$ cat src/rtl/pipeline_ctrl.sv
// Pipeline hazard controller: per-register load/flush enables, valid tracking,
// multi-cycle unit stalls, branch redirects, halt and interrupt drain/trap entry.
module pipeline_ctrl #(
    parameter int STAGES    = 5,
    parameter int EXEC_IDX  = 1,
    parameter int IRQ_LINES = 2,
    parameter int CNT_W     = 16,
    localparam int CAUSE_W  = (IRQ_LINES > 1) ? $clog2(IRQ_LINES) : 1
) (
    input  logic                 clk,
    input  logic                 reset,
    input  logic                 fetch_valid,
    input  logic                 unit_start,
    input  logic                 unit_busy,
    input  logic                 unit_done,
    input  logic                 redirect,
    input  logic                 halt_req,
    input  logic [IRQ_LINES-1:0] irq,
    input  logic                 irq_enable,
    output logic [STAGES-1:0]    stage_en,
    output logic [STAGES-1:0]    stage_flush,
    output logic [STAGES-1:0]    valid,
    output logic                 irq_take,
    output logic [CAUSE_W-1:0]   irq_cause,
    output logic                 halted,
    output logic [CNT_W-1:0]     stall_cycles
);

    typedef enum logic [1:0] {RUN, WAIT_UNIT, HALT, IRQ_DRAIN} state_t;

    // FRONT covers registers 0..EXEC_IDX; BUBBLE is the register just behind execute
    localparam logic [STAGES-1:0] FRONT  = STAGES'((1 << (EXEC_IDX + 1)) - 1);
    localparam logic [STAGES-1:0] BUBBLE = STAGES'(1 << (EXEC_IDX + 1));

    state_t              state, state_next;
    logic [STAGES-1:0]   shifted, valid_next;
    logic [CAUSE_W-1:0]  lowest, cause_next;
    logic                stall, pending, take_next;

    always_comb begin
        stage_en    = '0;
        stage_flush = '0;
        state_next  = state;
        cause_next  = irq_cause;
        take_next   = 1'b0;
        stall       = (unit_start | unit_busy) & ~unit_done;
        pending     = (|irq) & irq_enable;
        shifted     = {valid[STAGES-2:0], fetch_valid};
        lowest      = '0;
        for (int i = IRQ_LINES - 1; i >= 0; i--) begin
            if (irq[i]) lowest = CAUSE_W'(i);
        end

        if (reset) begin
            stage_flush = '1;
        end else begin
            case (state)
                RUN: begin
                    if (stall) begin
                        state_next = WAIT_UNIT;
                    end else begin
                        stage_en = '1;
                        if (redirect) begin
                            stage_flush = FRONT;
                        end else if (halt_req) begin
                            state_next = HALT;
                        end else if (pending) begin
                            state_next = IRQ_DRAIN;
                            cause_next = lowest;
                        end
                    end
                end
                WAIT_UNIT: begin
                    if (unit_done) begin
                        stage_en   = '1;
                        state_next = RUN;
                    end
                end
                HALT: begin
                    stage_en    = ~FRONT;
                    stage_flush = BUBBLE;
                    if (!halt_req) state_next = RUN;
                end
                IRQ_DRAIN: begin
                    stage_en    = ~FRONT;
                    stage_flush = FRONT | BUBBLE;
                end
                default: state_next = RUN;
            endcase
        end

        // Flush wins over load, so a flushed register always ends up invalid
        valid_next = ((shifted & stage_en) | (valid & ~stage_en)) & ~stage_flush;

        // Trap is taken on the edge where the back-end becomes empty
        if (!reset && state == IRQ_DRAIN && (valid_next & ~FRONT) == '0) begin
            take_next  = 1'b1;
            state_next = RUN;
        end
    end

    always_ff @(posedge clk) begin
        if (reset) begin
            state        <= RUN;
            valid        <= '0;
            irq_take     <= 1'b0;
            irq_cause    <= '0;
            halted       <= 1'b0;
            stall_cycles <= '0;
        end else begin
            state     <= state_next;
            valid     <= valid_next;
            irq_take  <= take_next;
            irq_cause <= cause_next;
            halted    <= (state_next == HALT);
            if (!stage_en[0] && stall_cycles != '1) begin
                stall_cycles <= stall_cycles + CNT_W'(1);
            end
        end
    end

endmodule

$ cat config.mk
export PLATFORM = sky130hd
export DESIGN_NAME = pipeline_ctrl
export DESIGN_NICKNAME = d
export VERILOG_FILES = /design/src/rtl/pipeline_ctrl.sv
export SDC_FILE = /design/constraint.sdc
export NUM_CORES = 1
export LEC_CHECK = 0
export BUFFER_PORTS_ARGS = -buffer_cell sky130_fd_sc_hd__buf_2
export CORE_UTILIZATION = 45
export CTS_CLUSTER_SIZE = 25
export DETAILED_ROUTE_END_ITERATION = 10
export PLACE_DENSITY = 0.75
export SLEW_MARGIN = 15
export SYNTH_ARGS = -nofsm -noshare
export SYNTH_HDL_FRONTEND = slang
export SYNTH_SLANG_ARGS = --single-unit
export TNS_END_PERCENT = 1
$ cat constraint.sdc
create_clock -name clk -period 1.85 [get_ports clk]
set_clock_uncertainty 0.15 [all_clocks]
set_input_delay 0.2775 -clock clk [delete_from_list [all_inputs] [get_ports clk]]
set_output_delay 0.2775 -clock clk [all_outputs]
set_load 0.02 [all_outputs]
==> results of run 1 <==
==> worst register-to-register path: cells and delay by family (launching register included) <==
| family | cells | cell delay (ns) |
|---|---|---|
| flops | 1 | 0.35 |
| mux | 1 | 0.34 |
| compound gates | 1 | 0.26 |
| fa+ha+maj | 1 | 0.23 |
| simple gates | 2 | 0.20 |
| buf+inv | 1 | 0.15 |
==> cell type report <==
| cell class | count | share of cell area |
|---|---|---|
| Tap cell | 42 | 0.02817 |
| Clock buffer | 4 | 0.01945 |
| Sequential cell | 26 | 0.2844 |
| Timing Repair Buffer | 63 | 0.1985 |
| Multi-Input combinational cell | 121 | 0.4581 |
| Inverter | 5 | 0.01140 |
==> registers in the layout (all words and copies together) (netlist names) <==
name          count
stall_cycles     16
valid             5
state             2
halted            1
irq_cause         1
irq_take          1
==> worst max-delay path by stage <==
stage / slack, ns / startpoint / depth (start not counted) / end
3_3_place_gp: 0.03 / reset / 5 / stall_cycles[14]
3_5_place_dp: -0.03 / reset / 5 / stall_cycles[8]
5_1_grt: -0.03 / state[1] / 5 / stage_flush[0]
2_1_floorplan: -0.005 / stall_cycles[2] / 4 / stall_cycles[13]
4_1_cts: -0.002 / stall_cycles[1] / 5 / stall_cycles[10]
6_report: 0.06 / state[1] / 5 / stage_flush[0]
==> repair_timing <==
action	4_1_cts	5_1_grt
endpoints found under the hold margin	0	0
resized for setup	5	15
setup endpoints to repair	7	17
pin swaps	0	4
==> routing by layer <==
| metal | vias to the layer above | GRT usage |
|---|---|---|
| met4 | 0 | 0.06803 |
| met1 | 713 | 0.2871 |
| met2 | 43 | 0.3810 |
| met3 | 2 | 0.03125 |
| met5 | - | 0 |
| li1 | 717 | - |
==> placed cells by master (no fill, tap or decap), drive strengths merged, types with 4 or more instances in the layout <==
cell,n
a21oi,7
buf,63
clkbuf,4
dfxtp,26
inv,5
mux2,6
mux2i,4
nand2,14
nand3,8
nor2,15
nor2b,6
nor3,8
nor4,9
o21ai,6
==> report_power, final <==
part | switching, W | internal, W | total [W] | leakage, nW
logic | 0.000126 | 0.0000827 | 0.000208 | 0.548
registers | 0.0000134 | 0.000575 | 0.000589 | 0.213
clock network | 0.000169 | 0.000120 | 0.000290 | 0.0210
==> logic make-up (layout without fill, tap and decap cells) <==
family | count (synthesis) | count (layout) | synth area share
compound gates | 32 | 32 | 0.1767
fa+ha+maj | 1 | 1 | 0.008833
buf+inv | 17 | 72 | 0.06537
flops | 26 | 26 | 0.3675
mux | 10 | 10 | 0.07597
simple gates | 78 | 78 | 0.3057
==> metrics by stage <==
stage | setup TNS [ns] | utilization
floorplan | -0.005383 | -
global placement | 0 | 0.6120
detailed placement | -0.06552 | 0.6120
CTS | -0.002439 | 0.6324
global route | -0.1688 | 0.6485
finish | 0 | 0.6485
==> cells in the mapped netlist, types with 5 or more instances <==
cell and count:
nand3_1 7, dfxtp_1 26, nor3_1 6, nor2b_1 6, inv_1 5, o21ai_0 5
nor4_1 9, a21oi_1 7, nor2_1 15, nand2_1 14, buf_4 7
==> impl_results.md, run 1 <==
- Post-Layout Inst Area: 0.001866 mm2
- CP max-delay cell: dfxtp_4
- Ranking of synthesized cells by area: dfxtp_1 37%, nor2_1 4.0%, nor4_1 4.0%
- Placement Rows: 19
- Syn_area_per_cell: about 8.6 um2
- Cell total after placement: 257
- Most common cell on crit path: buf_4
- CP Launch Type: flip-flop
- Top-area cell type share of the netlist area: 0.3675
- CP Max Fanout: 7
- Ant. Diodes: 0
- Initial core utilization: 0.4924
- Status: completed
- Nets@finish: between 200 and 250
- Highest Signal Layer: met4
- CP Capture Type: output port
- Net Count, Synth: 176
- DRC viols: 0
- Maximum vdd ir drop: approximately 0.00048 V
- Total power: 0.001087 W
- Worst EP arrival: 1.37 ns
- Die width: 58.10 um
- Wire length on met2: 1.814 mm
- Final setup viols: 0
- Clock slew at reported path FFs: 0.13 ns
- Skew-Pair Late Insertion Delay: 0.32 ns
- Post-route worst setup slack: between 0.05 and 0.06 ns
- Total of max-cap violations: 0
- Post-layout min period: about 1.8 ns
- Hold Buf Count CTS: 0
- Final Non-Filler Cells: 261
- Fill count: 253
- Post-CTS setup buffers: 0
- HP Start: fetch_valid
- Hold depth: 3
- CTS Sinks: 26
- RSZ-0062 raised after global routing: true
- Initial DRC count: 73
- R2r endpoint: stall_cycles[5]
- Antenna viol nets, final: 0
- Final wirelength: roughly 3.6 mm
- Cells after synthesis: 164
- Cell taking the most area after synthesis: dfxtp_1
- Area Overhead vs Synth: 31.71%
- Hold EP: valid[0]
- Number of synthesized flops with an enable pin: 0
- Gr usage total: 0.2215
- Drt wl/cell: 13.96 um
- Sequential fraction of the synthesis area: 0.3675
- Core Region: 0.002877 mm2
- Post-synth cell types: 50
- Fmax: approximately 560 MHz
- CTS root buffer: clkbuf_4
- CTS Buf Count: 3
- Register area: 530.5 um2
- Critical setup path kind: reg -> out
- Final Max Tran Viols: 0
- Leakage power: 0.7824 nW
- DP Wirelength: approximately 2.7 mm
- Cell Chain, Critical Path: buf_4, nor2_1, nand3_1, nand3_2, buf_4
- CTS tree: built
- Initial antenna violation count: 0
- Area of the multi-input gates: approximately 850 um2
- Detailed-route via count: 1475
- WP data required: approximately 1.4 ns
- Top_reg_cell synth: dfxtp_1
- Synthesized area: 0.001416 mm2
- Asr flop ratio synth: 0
- Ys Warns: 0
- Fin. Hold Viols: 0
- Count of input and output buffers: 44
- WP buf/inv: 2
- First-pass GRT wire length: between 5 and 6 mm
- Largest net degree at the start of global routing: 22
- P per Cell Area: 582.6 mW/mm2
- Worst path max stage delay: 0.39 ns
- Worst Tran Pin Value: 0.4640 ns
- Delay-heaviest family, CP: flip-flops
- Fin crit share: 0.9702
- Max Buffers Root-to-Sink: 2
- Synth Register Bits: 26
- Dpl cell area: 0.001760 mm2
- Remaining global-route overflow: 0
- Number of global-route vias before repair: 1329
- Worst hold-check path type: in -> reg
- Origin of the critical flop-to-flop path: stall_cycles[0]
- Final hold slack: 0.03398 ns
- Setup slack, reg-to-reg: 0.06 ns
- Routability Congestion: 0.9345
- Share of layout cells above drive strength 1: 0.4292
- Worst slack, placed: -0.02722 ns
- Routed met1 length: 1.661 mm
- I/O pins: 45
- H-tree lvl count: 1
- Reg2Reg Depth: 6
- Drt pass-1 iters: 4
- Vias per Instance: 5.651
- Routed wl met3: between 100 and 150 um
- Die area: 0.003376 mm2
- Relative slew slack: 0.6826
- Die Span Y: 58.10 um
No activity file was read; power rests on OpenSTA's default activity.
==> inputs of run 2 (changes only) <==
--- a/config.mk
+++ b/config.mk
@@ -6,10 +6,11 @@
 export NUM_CORES = 1
 export LEC_CHECK = 0
 export BUFFER_PORTS_ARGS = -buffer_cell sky130_fd_sc_hd__buf_2
-export CORE_UTILIZATION = 45
+export CORE_UTILIZATION = 47
+export CTS_BUF_LIST = sky130_fd_sc_hd__clkbuf_2
 export CTS_CLUSTER_SIZE = 25
 export DETAILED_ROUTE_END_ITERATION = 10
-export PLACE_DENSITY = 0.75
+export PLACE_DENSITY = 0.78
 export SLEW_MARGIN = 15
 export SYNTH_ARGS = -nofsm -noshare
 export SYNTH_HDL_FRONTEND = slang
==> impl_results.md, run 2 (synthesis results as in run 1) <==
- Worst path max stage delay: 0.46 ns (+0.07 ns)
- Most common cell after layout, fill and taps aside: buf_2
- Hold depth: 3 (unchanged)
- Cell total after placement: 251 (-2.3%)
- Area Overhead vs Synth: 37.72%
- Final Max Tran Viols: 0 (unchanged)
- DP Wirelength: 2.878 mm (+6.8%)
- Drt wl/cell: 15.01 um (+7.5%)
- DRC viols: 2 (+2)
- CTS Buf Count: 3 (unchanged)
- Nets@finish: 243 (+4.7%)
- WP buf/inv: 0 (-2)
- Failing checks: design-rule violations, negative setup slack
- Count of input and output buffers: 44 (unchanged)
- CP Max Fanout: 5 (-2)
- HP Start: irq[1]
- Final wirelength: 3.917 mm (+7.5%)
- RSZ-0062 raised after global routing: true
- Final hold slack: 0.06639 ns (+0.03242 ns)
- CTS root buffer: clkbuf_2
- Post-layout util: 0.6954 (+0.04682)
- CTS Sinks: 26 (unchanged)
- CP Capture Type: flip-flop
- Fin. Hold Viols: 0 (unchanged)
- H-tree lvl count: 1 (unchanged)
- Placement Rows: 19 (unchanged)
- Routability Congestion: 0.9256 (-0.95%)
- Hold EP: irq_cause
- Detailed-route via count: 1547 (+4.9%)
- Reg2Reg Depth: 4 (-2)
- Number of global-route vias before repair: 1471 (+11%)
- Clock slew at reported path FFs: 0.26 ns (+0.13 ns)
- Fill count: 230 (-9.1%)
- Cell Chain, Critical Path: nand4_1, nor4_2, nor4b_1, nor3_1
- Register area: 526.8 um2 (-0.71%)
- Post-layout min period: 1.852 ns (+0.05718 ns)
- Leakage power: 0.8439 nW (+7.9%)
- WP data required: 2.00 ns (+0.58 ns)
- Delay-heaviest family, CP: simple AND/OR/NAND/NOR gates
- Final setup viols: 1 (+1)
- Total of max-cap violations: 0 (unchanged)
- Total power: 0.001193 W (+9.8%)
- Max reg flops: 16 (unchanged)
- Top reg by flops: stall_cycles
- Worst EP arrival: 2.00 ns (+0.63 ns)
- Die Span Y: 56.90 um (-2.1%)
- CTS tree: built
- Skew-Pair Late Insertion Delay: 0.37 ns (+0.05 ns)
- Share of layout cells above drive strength 1: 0.4522 (+0.02295)
- Max Buffers Root-to-Sink: 2 (unchanged)
- Die area: 0.003237 mm2 (-4.1%)
- Largest net degree at the start of global routing: 16 (-27%)
- Vias per Instance: 5.927 (+4.9%)
- Sum Neg Setup Slack: -0.002137 ns (-0.002137 ns)
- Initial core utilization: 0.5049 (+0.01252)
- CP Launch Type: flip-flop
- Fmax: 539.9 MHz (-3.1%)
- Core Region: 0.002805 mm2 (-2.5%)
- I/O pins: 45 (unchanged)
- Maximum vdd ir drop: 0.0004813 V (+1.1%)
- Final Non-Filler Cells: 261 (unchanged)
- Relative slew slack: 0.7237 (+0.04104)
- Status: finished, violations left
- Worst hold-check path type: in -> reg
- Post-route worst setup slack: -0.002137 ns (-0.05718 ns)
- Area of the multi-input gates: 858.3 um2 (+0.44%)
- Origin of the critical flop-to-flop path: stall_cycles[7]
- Remaining global-route overflow: 0 (unchanged)
- First-pass GRT wire length: 6.513 mm (+13%)
- Initial DRC count: 112 (+53%)
- Drt pass-1 iters: 8 (+4)
- Setup slack, reg-to-reg: -0.002 ns (-0.06 ns)
- R2r endpoint: stall_cycles[15]
- CP max-delay cell: dfxtp_1
- Fin crit share: 1.001 (+0.03091)
- Largest regs: stall_cycles: 16 flops, valid: 5 flops, state: 2 flops
- P per Cell Area: 611.7 mW/mm2 (+5.0%)
- Initial antenna violation count: 0 (unchanged)
- Die width: 56.90 um (-2.1%)
- Gr usage total: 0.2566 (+0.03509)
- Ant. Diodes: 0 (unchanged)
- Critical setup path kind: reg -> reg
- Antenna viol nets, final: 0 (unchanged)
- Most frequent cells in the layout: 40 x buf_2, 32 x buf_4, 21 x dfxtp_1, 14 x nand2_1, 13 x nor2_1
- Worst Tran Pin Value: 0.4040 ns (-0.06000 ns)
[run 2: cell types whose count changed in the layout (fill, tap and decap cells not counted), moves of 2 or more]
cell | previous run | this run
o311ai_1 | 0 | 2
dlygate4sd3_1 | 0 | 2
buf_4 | 22 | 32
clkbuf_2 | 0 | 3
o311ai_0 | 2 | 0
clkbuf_4 | 3 | 0
[run 2: stage by stage]
stage	setup WS, ns	area, um2
after floorplan	-0.005383	1419
after CTS	-0.03707	1901
after global placement	0.02165	1784
final	-0.002137	1951
after global routing	-0.1025	1951
after detailed placement	-0.03082	1784
[run 2: what timing repair did]
action | 4_1_cts | 5_1_grt
resized for setup | 12 | 10
pin swaps | 1 | 3
buffers inserted | 2 | 2
hold buffers | 2 | 0
hold endpoints to repair | 2 | 0
setup endpoints to repair | 12 | 19
[run 2: final cells by class]
class                      instances  area share
multi-input combinational        121      0.4400
sequential                        26      0.2700
timing repair buffer              74      0.2360
tap                               31     0.01988
clock inverter                     1     0.01539
inverter                           5     0.01090
clock buffer                       3    0.007697
[run 2: report_power, final]
group,internal (W),total (W),switching [W]
combinational,0.000101,0.000233,0.000132
sequential,0.000578,0.000590,0.0000121
clock,0.000186,0.000370,0.000185
total,0.000864,0.00119,0.000329
[run 2: metal layers]
metal,share of wire,track usage
met5,0,0
met4,0.019,0.1115
met3,0.063,0.05069
met2,0.49,0.4252
met1,0.43,0.3210
[run 2: how the worst max path moves through the flow]
stage / startpoint / cells past startpoint / slack, ns / to
after global routing: stall_cycles[0] / 5 / -0.10 / stall_cycles[13]
after floorplan: stall_cycles[2] / 4 / -0.005 / stall_cycles[13]
after CTS: state[0] / 3 / -0.04 / stage_en[4]
final: stall_cycles[7] / 4 / -0.002 / stall_cycles[15]
after detailed placement: reset / 5 / -0.03 / stall_cycles[6]
after global placement: reset / 5 / 0.02 / stall_cycles[13]
[run 2: worst register-to-register path, stage by stage (launching register included)]
cell	delay, ns
dfxtp_1	0.46
nand4_1	0.25
nor4_2	0.46
nor4b_1	0.37
nor3_1	0.09
